--- src/rtl/conv_1x1_sched_pkg.sv ---
// Shared definitions for the 1x1 convolution scheduler: FSM states, width helper
// and the derived widths of the default configuration.
package conv_1x1_sched_pkg;

    typedef enum logic [1:0] {
        IDLE     = 2'd0,
        WAIT_VEC = 2'd1,
        RUN      = 2'd2,
        FIN      = 2'd3
    } state_t;

    // Ceiling log2, never below 1 so degenerate counts still yield a legal vector.
    function automatic int unsigned clog2(input int unsigned n);
        int unsigned w;
        w = 0;
        for (int unsigned i = 0; i < 32; i++) begin
            if ((64'd1 << i) < 64'(n)) w = i + 1;
        end
        return (w == 0) ? 1 : w;
    endfunction

    localparam int unsigned DEF_IMAGE_WIDTH     = 64;
    localparam int unsigned DEF_IMAGE_HEIGHT    = 64;
    localparam int unsigned DEF_CHANNEL_NUM_IN  = 256;
    localparam int unsigned DEF_CHANNEL_NUM_OUT = 48;
    localparam int unsigned CI_W  = clog2(DEF_CHANNEL_NUM_IN);
    localparam int unsigned CO_W  = clog2(DEF_CHANNEL_NUM_OUT);
    localparam int unsigned WA_W  = clog2(DEF_CHANNEL_NUM_IN * DEF_CHANNEL_NUM_OUT);
    localparam int unsigned PIX_W = clog2(DEF_IMAGE_WIDTH * DEF_IMAGE_HEIGHT);

endpackage

--- src/rtl/conv_nested_cnt.sv ---
// Two-level wrap counter (inner x outer) with a linear address that tracks
// outer*INNER_N + inner by incrementing, so no multiplier is needed.
module conv_nested_cnt
    import conv_1x1_sched_pkg::*;
#(
    parameter int unsigned INNER_N = 256,
    parameter int unsigned OUTER_N = 48,
    parameter int unsigned IW      = clog2(INNER_N),
    parameter int unsigned OW      = clog2(OUTER_N),
    parameter int unsigned AW      = clog2(INNER_N * OUTER_N)
) (
    input  logic          clk,
    input  logic          reset,
    input  logic          clr,
    input  logic          en,
    output logic [IW-1:0] inner,
    output logic [OW-1:0] outer,
    output logic [AW-1:0] addr,
    output logic          inner_last,
    output logic          outer_last
);

    logic [IW-1:0] inner_q, inner_d;
    logic [OW-1:0] outer_q, outer_d;
    logic [AW-1:0] addr_q, addr_d;

    assign inner_last = (inner_q == IW'(INNER_N - 1));
    assign outer_last = (outer_q == OW'(OUTER_N - 1));

    always_comb begin
        inner_d = inner_q;
        outer_d = outer_q;
        addr_d  = addr_q;
        if (clr) begin
            inner_d = '0;
            outer_d = '0;
            addr_d  = '0;
        end else if (en) begin
            if (inner_last) begin
                inner_d = '0;
                if (outer_last) begin
                    outer_d = '0;
                    addr_d  = '0;
                end else begin
                    outer_d = outer_q + 1'b1;
                    addr_d  = addr_q + 1'b1;
                end
            end else begin
                inner_d = inner_q + 1'b1;
                addr_d  = addr_q + 1'b1;
            end
        end
    end

    always_ff @(posedge clk) begin
        if (reset) begin
            inner_q <= '0;
            outer_q <= '0;
            addr_q  <= '0;
        end else begin
            inner_q <= inner_d;
            outer_q <= outer_d;
            addr_q  <= addr_d;
        end
    end

    assign inner = inner_q;
    assign outer = outer_q;
    assign addr  = addr_q;

endmodule

--- src/rtl/conv_1x1_sched.sv ---
// Per-pixel sequencer for the 1x1 convolution datapath: walks co (outer) x ci (inner)
// on a valid/ready handshake, releases each pixel vector and pulses done at frame end.
module conv_1x1_sched
    import conv_1x1_sched_pkg::*;
#(
    parameter int unsigned IMAGE_WIDTH     = 64,
    parameter int unsigned IMAGE_HEIGHT    = 64,
    parameter int unsigned CHANNEL_NUM_IN  = 256,
    parameter int unsigned CHANNEL_NUM_OUT = 48,
    parameter int unsigned CI_W  = clog2(CHANNEL_NUM_IN),
    parameter int unsigned CO_W  = clog2(CHANNEL_NUM_OUT),
    parameter int unsigned WA_W  = clog2(CHANNEL_NUM_IN * CHANNEL_NUM_OUT),
    parameter int unsigned PIX_W = clog2(IMAGE_WIDTH * IMAGE_HEIGHT)
) (
    input  logic            clk,
    input  logic            reset,
    input  logic            start,
    input  logic            vec_ready,
    input  logic            mac_ready,
    output logic [CI_W-1:0] pxl_rd_addr,
    output logic [WA_W-1:0] wgt_rd_addr,
    output logic [CO_W-1:0] out_ch,
    output logic            mac_valid,
    output logic            mac_first,
    output logic            mac_last,
    output logic            vec_release,
    output logic            busy,
    output logic            done
);

    localparam logic [PIX_W-1:0] PIX_LAST = PIX_W'(IMAGE_WIDTH * IMAGE_HEIGHT - 1);

    state_t           state_q, state_d;
    logic [PIX_W-1:0] pix_q, pix_d;
    logic             busy_q, busy_d;
    logic             vec_release_q, vec_release_d;
    logic             done_q, done_d;

    logic            in_run, accept, cnt_clr;
    logic            inner_last, outer_last;
    logic [CI_W-1:0] ci;
    logic [CO_W-1:0] co;
    logic [WA_W-1:0] wa;

    assign in_run = (state_q == RUN);
    assign accept = in_run && mac_ready;

    conv_nested_cnt #(
        .INNER_N (CHANNEL_NUM_IN),
        .OUTER_N (CHANNEL_NUM_OUT),
        .IW      (CI_W),
        .OW      (CO_W),
        .AW      (WA_W)
    ) u_cnt (
        .clk        (clk),
        .reset      (reset),
        .clr        (cnt_clr),
        .en         (accept),
        .inner      (ci),
        .outer      (co),
        .addr       (wa),
        .inner_last (inner_last),
        .outer_last (outer_last)
    );

    always_comb begin
        state_d       = state_q;
        pix_d         = pix_q;
        busy_d        = busy_q;
        vec_release_d = 1'b0;
        done_d        = 1'b0;
        cnt_clr       = 1'b0;
        unique case (state_q)
            IDLE: begin
                if (start) begin
                    state_d = WAIT_VEC;
                    busy_d  = 1'b1;
                    pix_d   = '0;
                    cnt_clr = 1'b1;
                end
            end
            WAIT_VEC: begin
                if (vec_ready) state_d = RUN;
            end
            RUN: begin
                if (accept && inner_last && outer_last) begin
                    vec_release_d = 1'b1;
                    if (pix_q == PIX_LAST) begin
                        state_d = FIN;
                    end else begin
                        pix_d   = pix_q + 1'b1;
                        state_d = WAIT_VEC;
                    end
                end
            end
            FIN: begin
                // done is registered so it lands one cycle after the final vec_release.
                done_d  = 1'b1;
                busy_d  = 1'b0;
                state_d = IDLE;
            end
            default: state_d = IDLE;
        endcase
    end

    always_ff @(posedge clk) begin
        if (reset) begin
            state_q       <= IDLE;
            pix_q         <= '0;
            busy_q        <= 1'b0;
            vec_release_q <= 1'b0;
            done_q        <= 1'b0;
        end else begin
            state_q       <= state_d;
            pix_q         <= pix_d;
            busy_q        <= busy_d;
            vec_release_q <= vec_release_d;
            done_q        <= done_d;
        end
    end

    assign pxl_rd_addr = ci;
    assign out_ch      = co;
    assign wgt_rd_addr = wa;
    assign mac_valid   = in_run;
    assign mac_first   = in_run && (ci == '0);
    assign mac_last    = in_run && inner_last;
    assign vec_release = vec_release_q;
    assign busy        = busy_q;
    assign done        = done_q;

endmodule
--- config.mk ---
export PLATFORM = sky130hd
export DESIGN_NAME = conv_1x1_sched
export DESIGN_NICKNAME = d
export VERILOG_FILES = /design/src/rtl/conv_1x1_sched_pkg.sv /design/src/rtl/conv_nested_cnt.sv /design/src/rtl/conv_1x1_sched.sv
export SDC_FILE = /design/constraint.sdc
export NUM_CORES = 1
export LEC_CHECK = 0
export ABC_AREA = 0
export BUFFER_PORTS_ARGS = -buffer_cell sky130_fd_sc_hd__buf_2
export CORE_AREA = 2 2 140 74
export DETAILED_ROUTE_END_ITERATION = 12
export DIE_AREA = 0 0 142 76
export HOLD_SLACK_MARGIN = 0.05
export MAX_ROUTING_LAYER = met4
export PLACE_DENSITY = 0.37
export SLEW_MARGIN = 5
export SYNTH_ARGS = -nofsm -noshare
export SYNTH_HDL_FRONTEND = slang
export SYNTH_SLANG_ARGS = --single-unit
--- constraint.sdc ---
create_clock -name clk -period 2.4 [get_ports clk]
set_input_delay 0.36 -clock clk [delete_from_list [all_inputs] [get_ports clk]]
set_output_delay 0.36 -clock clk [all_outputs]
set_load 0.005 [all_outputs]
==> Yosys cells after proc, flatten, opt, wreduce, memory -nomap -nowiden <==
Index checks and enable logic that the tools add are counted.
{ "classes": {"addsub": 4, "n_eq_ne": 10, "n_mux": 19, "bitwise_logic": 1, "reduce_logical": 15} }
{ "ops": {"columns": ["operator", "count"], "rows": [
  ["$mux 12", 3],
  ["$mux 14", 2],
  ["$pmux 12 s2", 1],
  ["$add 14x1->14 const B", 1],
  ["$add 12x1->12 const B", 1],
  ["$eq 12x12->1 const B", 1],
  ["$add 8x1->8 const B", 1],
  ["$eq 8x8->1 const B", 1],
  ["$logic_not 8->1", 1],
  ["$mux 2", 4],
  ["$mux 8", 1],
  ["$pmux 2 s4", 1],
  ["$add 6x1->6 const B", 1],
  ["$eq 6x6->1 const B", 1],
  ["$mux 6", 1],
  ["$ne 2x2->1 const B", 3],
  ["$logic_and 1x1->1", 5],
  ["$mux 1", 5],
  ["$eq 2x2->1 const B", 2],
  ["$reduce_and 2->1", 2],
  ["$reduce_and 4->1", 1],
  ["$reduce_bool 2->1", 2],
  ["$reduce_or 2->1", 2],
  ["$reduce_and 3->1", 1],
  ["other kinds (5)", 5]
]} }
{ "totals": {"reg_bits": 45, "in_bits": 5, "wordCells": 57} }

==> Longest topological paths before layout <==
Gate-level depths: netlist of the first run.
{ "logic_depth": {"depth_word": 6, "ltp_mapped": 8, "depth_no_buf": 6} }

==> Hierarchy <==
Synthesis of the first run repeated with hierarchy kept, for this count alone.
{ "hier_totals": {"cells_unflattened": 260, "hier_area_um2": 2313.5} }
{ "by_module_without_submodules": {"columns": ["mod", "n_inst", "cells_per_inst", "area_each_um2"], "rows": [
  ["conv_nested_cnt", 1, 144, 1332.5],
  ["conv_1x1_sched", 1, 116, 980.9]
]} }

==> Least setup slack after synthesis of the first run <==
No wires, ideal clock.
{ "synth_path": {"kind": "reg2reg", "startpoint": "register pix_q[0]", "endpoint": "register pix_q[11]", "t_arrival_ps": 1659, "t_required_ps": 2271, "setup_slack_ps": 612, "path_stages_with_launch": 7, "n_path_buf": 0, "path_cell_list": "dfxtp_1 ha_1 nand4_1 nor4_1 and3b_1 a31oi_1 a31oi_1"} }
{ "synth_between": {"elab_chain_cells": 4} }
{ "synth_rtl": {"columns": ["element", "line_no", "source"], "rows": [
  ["from (decl)", "conv_1x1_sched.sv:34", "logic [PIX_W-1:0] pix_q, pix_d;"],
  ["from (signal assigned)", "conv_1x1_sched.sv:115", "pix_q <= pix_d;"],
  ["$add 12x1->12", "conv_1x1_sched.sv:91", "pix_d = pix_q + 1'b1;"],
  ["$mux 12", "conv_1x1_sched.sv:88", "if (pix_q == PIX_LAST) begin"],
  ["$mux 12", "conv_1x1_sched.sv:86", "if (accept && inner_last && outer_last) begin"],
  ["$pmux 12 s2", "conv_1x1_sched.sv:73", "unique case (state_q)"]
]} }
Parallel ways exist; a longest one is shown, timed or not. The select of a mux whose other input is x is not followed.
A chain may end at the register's enable or synchronous reset.

==> Worst setup path after layout of the first run <==
{ "layout_path": {"startpoint": "register u_cnt.inner_q[1] (netlist: u_cnt.inner[1])", "endpoint": "output mac_last"} }
{ "layout_between": {"elab_chain_cells": 2} }
{ "layout_rtl": {"columns": ["element", "line_no", "source"], "rows": [
  ["from (decl)", "conv_nested_cnt.sv:23", "logic [IW-1:0] inner_q, inner_d;"],
  ["from (signal assigned)", "conv_nested_cnt.sv:61", "inner_q <= inner_d;"],
  ["$eq 8x8->1", "conv_nested_cnt.sv:27", "assign inner_last = (inner_q == IW'(INNER_N - 1));"],
  ["$logic_and 1x1->1", "conv_1x1_sched.sv:127", "assign mac_last = in_run && inner_last;"],
  ["to (decl)", "conv_1x1_sched.sv:25", "output logic mac_last,"]
]} }
No other way between the ends.

==> results of run 1 <==
==> Yosys cell counts, types with 2 or more instances <==
cell type | n | share of area [%]
xor2_1 | 15 | 5.9
buf_4 | 3 | 1.0
nor2_1 | 36 | 6.1
nor4_1 | 5 | 1.4
ha_1 | 5 | 2.8
buf_2 | 2 | 0.45
nand3_1 | 12 | 2.7
a31oi_1 | 7 | 2.0
and3_1 | 5 | 1.4
and4_1 | 4 | 1.6
nand3b_1 | 2 | 0.67
nand2b_1 | 3 | 0.84
nand4_1 | 13 | 3.6
nor3_1 | 5 | 1.1
xnor2_1 | 7 | 2.7
and3b_1 | 2 | 0.79
dfxtp_1 | 45 | 40
inv_1 | 13 | 2.2
o21ai_0 | 13 | 2.9
a21oi_1 | 16 | 3.6
nand2_1 | 28 | 4.7
==> layer usage <==
layer	up-vias	track usage (%)	share of wire (%)
li1	1027	-	-
met1	924	21.2	63
met2	39	13.7	31
met3	7	3.52	4.4
met4	0	3.30	1.1
met5	-	-	0
==> path summary, 6_finish.rpt <==
kind,slack [ns],cells past startpoint,to
max reg2reg,0.36,6,pix_q[11]
max,0.29,5,mac_last
min,0.36,3,state_q[0]
min reg2reg,0.49,2,u_cnt.inner[0]
==> state kept, by name, indices dropped and copies added (netlist names) <==
| register | count |
|---|---|
| busy | 1 |
| done | 1 |
| pix_q | 12 |
| state_q | 2 |
| u_cnt.addr | 14 |
| u_cnt.inner | 8 |
| u_cnt.outer | 6 |
| vec_release | 1 |
==> critical path: stages, from the launching register on <==
cell	delay, ns
dfxtp_1	0.38
ha_1	0.22
nand3_1	0.12
or2_1	0.42
nor2_1	0.19
buf_2	0.13
==> area by class of cell <==
type / count / area, sq um / share of cell area (%)
clock buffer: 7 / 143 / 5.16
tap: 126 / 158 / 5.71
timing repair buffer: 46 / 250 / 9.06
sequential: 45 / 901 / 32.6
inverter: 13 / 48.8 / 1.77
multi-input combinational: 200 / 1230 / 44.6
clock inverter: 1 / 30.0 / 1.09
==> power by group through the flow <==
stage / clock network, W / logic, W / registers [W]
finish: 0.000816 / 0.0000874 / 0.000762
global route: 0.000879 / 0.0000980 / 0.000762
CTS: 0.000841 / 0.0000878 / 0.000761
detailed placement: 0 / 0.0000877 / 0.000778
global placement: 0 / 0.0000895 / 0.000779
floorplan: 0 / 0.0000593 / 0.000774
==> placed cells by master (no fill, tap or decap), drive strengths merged, types with 2 or more instances in the layout <==
master and n:
a31oi 7, nand3b 3, nand3 12, nor3 6, dfxtp 45, ha 5, and3 5, nor4 6
xnor2 7, nand2b 3, nor2 36, buf 46, nand2 28, and4 4, nor4b 2, nand4 14
o21ai 15, inv 13, xor2 15, clkbuf 7, a21oi 16, or2 2, and3b 2
==> logic make-up after synthesis <==
logic type / after synthesis / synth area share [%]
xor+xnor: 22 / 8.64
compound gates: 47 / 13.3
simple gates: 126 / 30.5
fa+ha+maj: 5 / 2.81
buf+inv: 20 / 4.32
flops: 45 / 40.4
==> metrics by stage <==
| stage | total power, W | instances | setup slack, ns | instance area, sq um | hold WS, ns |
|---|---|---|---|---|---|
| floorplan | 0.000833 | 265 | 0.612 | 2230 | 0.452 |
| global placement | 0.000868 | 430 | 0.416 | 2590 | 0.475 |
| detailed placement | 0.000866 | 430 | 0.374 | 2590 | 0.485 |
| CTS | 0.00169 | 438 | 0.219 | 2760 | 0.352 |
| global route | 0.00174 | 438 | 0.0877 | 2760 | 0.365 |
| finish | 0.00167 | 438 | 0.290 | 2760 | 0.359 |
==> summary.md, run 1 <==
| Metric | Value |
|---|---|
| Clock power frac | `49.0%` |
| Final Util | `28.4%` |
| Final Max Tran Viols | `0` |
| Routed Antenna Nets | `0` |
| Synthesized area | `2230 sq um` |
| Critical Path Start | `u_cnt.inner[1]` |
| Reg2reg start | `u_cnt.inner[1]` |
| Remaining DRCs | `0` |
| Post-CTS sizing | `0` |
| P_sw | `0.000362 W` |
| GRT Total Usage | `12.7%` |
| Outcome | `finished clean` |
| Largest net degree at the start of global routing | `18` |
| Clk_lat worst skew | `0.29 ns` |
| Seq cells post-synth | `45` |
| Post-CTS Setup Inserts | `0` |
| Sequential share of power | `45.7%` |
| Drt wl/cell | `14.1 um` |
| Initial core utilization | `22.9%` |
| Asr flop ratio synth | `0%` |
| Pleak | `1.06 nW` |
| Synth warn | `0` |
| Share of layout cells above drive strength 1 | `21.5%` |
| Final #Nets | `321` |
| Crit path DAT | `1.75 ns` |
| Syn nets | `275` |
| Vias in the first global route | `1864` |
| DR pass1 iterations | `4` |
| Initial antenna violation count | `0` |
| TritonCTS sink count | `45` |
| First-pass GRT wire length | `10400 um` |
| Fmax | `0.474 GHz` |
| Placement row count | `26` |
| Fin Setup TNS | `0 ns` |
| CP max FO | `10` |
| Switching share of power | `21.7%` |
| Critical path required time | `2.04 ns` |
| CTS tree | `yes` |
| Final Cycle Share | `87.9%` |
| Die H | `76 um` |
| Clock slew at reported path FFs | `0.07 ns` |
| Total gr overflow | `0` |
| Hold Fails Final Rpt | `0` |
| Cells after synthesis | `265` |
| Least-Margin Pin Slew | `0.530 ns` |
| Count of different cell masters after synthesis | `45` |
| Max VDD drop | `0.000278 V` |
| Core ar. | `9730 sq um` |
| Port bufs | `38` |
| Final min period | `2.11 ns` |
| Worst hold start | `vec_ready` |
| Total Wirelength | `6190 um` |
| Critical Path Source Type | `flip-flop` |
| CTS Hold Bufs | `0` |
| RSZ-0062 raised after global routing | `false` |
| Finish-stage setup viols | `0` |
| Vias per cell | `4.56` |
| Fillers | `1063` |
| Clock Skew | `0.00649 ns` |
| Top-Level Pins | `39` |
| Main flop type after synthesis | `dfxtp_1` |
| PD cells | `603 nW/um^2` |
| DPL Wire Length | `4730 um` |
| Number of flops mapped to enable cells by yosys | `0` |
| Ant. Diodes | `0` |
| Rel. slew slack | `64.3%` |
| Combinational share of power | `5.2%` |
| Vias | `1997` |
| Bufs on Longest Clock Path | `2` |
| Crit path kind | `flip-flop to output pin` |
| Max_cap viols | `0` |
| Internal Dissipation | `0.00130 W` |
| Seq/Total Area, Yosys | `40.4%` |
| CP Capture Type | `output pin` |
| Routability congestion estimate | `0.798` |
| CTS Buf Count | `5` |
| Average footprint of a synthesized cell | `8.41 sq um` |
| Area growth syn-to-layout | `23.9%` |
| H-tree levels | `2` |
| CTS root buffer | `clkbuf_16` |
| Die X | `142 um` |
| DIE AREA | `10800 sq um` |
| Hold crit path type | `input pin to flip-flop` |
| DRT iter0 DRCs | `174` |
Note: power is estimated with default switching activity, not from simulation.
==> run 2, diff against run 1 <==
--- a/config.mk
+++ b/config.mk
@@ -12,7 +12,7 @@
 export DIE_AREA = 0 0 142 76
 export HOLD_SLACK_MARGIN = 0.05
 export MAX_ROUTING_LAYER = met4
-export PLACE_DENSITY = 0.37
+export PLACE_DENSITY = 0.38
 export SLEW_MARGIN = 5
 export SYNTH_ARGS = -nofsm -noshare
 export SYNTH_HDL_FRONTEND = slang
==> constraint.sdc (replaced) <==
create_clock -name clk -period 1.73 [get_ports clk]
set_input_delay 0.2595 -clock clk [delete_from_list [all_inputs] [get_ports clk]]
set_output_delay 0.2595 -clock clk [all_outputs]
set_load 0.005 [all_outputs]
==> run 2 against run 1 <==
The run now ends with setup timing left. Non-clock buffer count rose by 61. Clock power increased by 23%. First-iteration DRC count shrank 24%. Design area up 24%. Clock-buffer cell count fell by 1. Register-to-register slack worse by 0.37 ns. Die area is the same. Critical path depth up 3. Via count is 11% higher. Critical path type is now flip-flop to flip-flop. Critical endpoint is now pix_q[7].
==> summary.md, run 2 (synthesis gave the netlist of run 1 again) <==
| Metric | Value |
|---|---|
| Total power | `0.00224 W` |
| CTS tree | `yes` |
| Finish-stage setup viols | `3` |
| Ant. Diodes | `0` |
| Max_cap viols | `0` |
| DIE AREA | `10800 sq um` |
| Total Wirelength | `7020 um` |
| DPL Wire Length | `5420 um` |
| Bufs on Longest Clock Path | `2` |
| Combinational share of power | `8.3%` |
| Area growth syn-to-layout | `53.8%` |
| Routability congestion estimate | `0.776` |
| Clock Skew | `0.00619 ns` |
| CTS Buf Count | `5` |
| Vias in the first global route | `2040` |
| CTS Hold Bufs | `0` |
| Die X | `142 um` |
| Port bufs | `38` |
| First-pass GRT wire length | `11500 um` |
| Placement row count | `26` |
| Most common library cell in the layout ignoring fill and taps | `buf_4` |
| Failing checks | `setup timing` |
| Outcome | `complete, but fails checks` |
| H-tree levels | `2` |
| Final worst setup slack | `-0.0143 ns` |
| CP Capture Type | `flip-flop` |
| Hold Fails Final Rpt | `0` |
| Pleak | `1.46 nW` |
| Clock slew at reported path FFs | `0.07 ns` |
| PD cells | `653 nW/um^2` |
| Final min period | `1.74 ns` |
| Initial core utilization | `22.9%` |
| Final Cycle Share | `101%` |
| Max reg flops | `14` |
| Remaining DRCs | `0` |
| DR pass1 iterations | `4` |
| R2R setup slack | `-0.01 ns` |
| P_sw | `0.000540 W` |
| GRT Total Usage | `14.2%` |
| Critical Path Source Type | `flip-flop` |
| Clk_lat worst skew | `0.29 ns` |
| Die H | `76 um` |
| Max VDD drop | `0.000357 V` |
| Crit path DAT | `1.92 ns` |
| DRT iter0 DRCs | `132` |
| Largest net degree at the start of global routing | `18` |
| Hold crit path type | `input pin to flip-flop` |
| Sequential share of power | `47.0%` |
| Critical path required time | `1.90 ns` |
| TritonCTS sink count | `45` |
| Routed Antenna Nets | `0` |
| Hold Worst Slack | `0.217 ns` |
| Total gr overflow | `0` |
| Final Max Tran Viols | `0` |
| Core ar. | `9730 sq um` |
| Clock power frac | `44.7%` |
| Least-Margin Pin Slew | `0.383 ns` |
| Vias per cell | `4.46` |
| CP max FO | `6` |
| Initial antenna violation count | `0` |
| Top-Level Pins | `39` |
| Switching share of power | `24.1%` |
| Commonest non-fill, non-tap cells in the layout | `65 x buf_4, 38 x buf_2, 37 x dfxtp_1` |
| Vias | `2224` |
| Crit path kind | `flip-flop to flip-flop` |
| Rel. slew slack | `74.2%` |
| Share of layout cells above drive strength 1 | `42.9%` |
| Place WS | `-0.247 ns` |
| Drt wl/cell | `14.1 um` |
| Internal Dissipation | `0.00170 W` |
| Fmax | `0.573 GHz` |
| Final #Nets | `382` |
| RSZ-0062 raised after global routing | `true` |
| CTS root buffer | `clkbuf_16` |
run 2: cell types whose count changed in the layout (fill, tap and decap cells not counted), sizes merged:
| cell | previous run | this run |
|---|---|---|
| bufinv | 1 | 0 |
| buf | 46 | 107 |
| clkbuf | 7 | 6 |
| clkinv | 0 | 2 |
run 2: metrics by stage:
stage	TNS [ns]	cells	area, sq um	util (%)
6_report	-0.0287	499	3430	35.3
2_1_floorplan	0	265	2240	-
3_3_place_gp	-0.894	478	2980	30.6
3_5_place_dp	-1.33	478	2980	30.6
5_1_grt	-0.855	499	3430	35.3
4_1_cts	-0.0918	491	3280	33.7
run 2: metal layers:
layer  wire length (um)  track usage, %
met4                 67            3.30
met1               4440            24.2
met2               2240            15.4
met5                  0               -
met3                277            3.33
run 2: repair_timing:
action	CTS	global route
resized for setup	27	23
cloned	0	0
endpoints found under the setup margin	15	33
hold endpoints to repair	0	0
buffers inserted	5	9
pin swaps	10	23
run 2: final cells by class:
type	instances	area, sq um
Clock buffer	6	139
Sequential cell	45	911
Multi-Input combinational cell	200	1420
Inverter	13	53.8
Timing Repair Buffer	107	732
Clock inverter	2	13.8
Tap cell	126	158
Fill cell	1020	6300
run 2: critical path: stages, from the launching register on:
cell      delay [ns]
dfxtp_2         0.34
ha_4            0.16
nand4_1         0.13
buf_4           0.15
nor4_4          0.03
buf_4           0.16
a21o_4          0.24
o311ai_4        0.29
o31ai_2         0.10
run 2: worst paths after layout:
| kind | startpoint | to | cells after the start |
|---|---|---|---|
| worst max-delay path | pix_q[0] | pix_q[7] | 8 |
| worst min-delay path | reset | pix_q[8] | 2 |
| worst max register to register | pix_q[0] | pix_q[7] | 8 |
| worst min register to register | pix_q[10] | pix_q[10] | 2 |
run 2: power groups by stage:
stage	Clock [W]	Sequential, W	Combinational (W)
floorplan	0	0.00107	0.0000823
global placement	0	0.00108	0.000158
detailed placement	0	0.00108	0.000156
CTS	0.00103	0.00105	0.000171
global route	0.00109	0.00105	0.000201
finish	0.00100	0.00105	0.000185
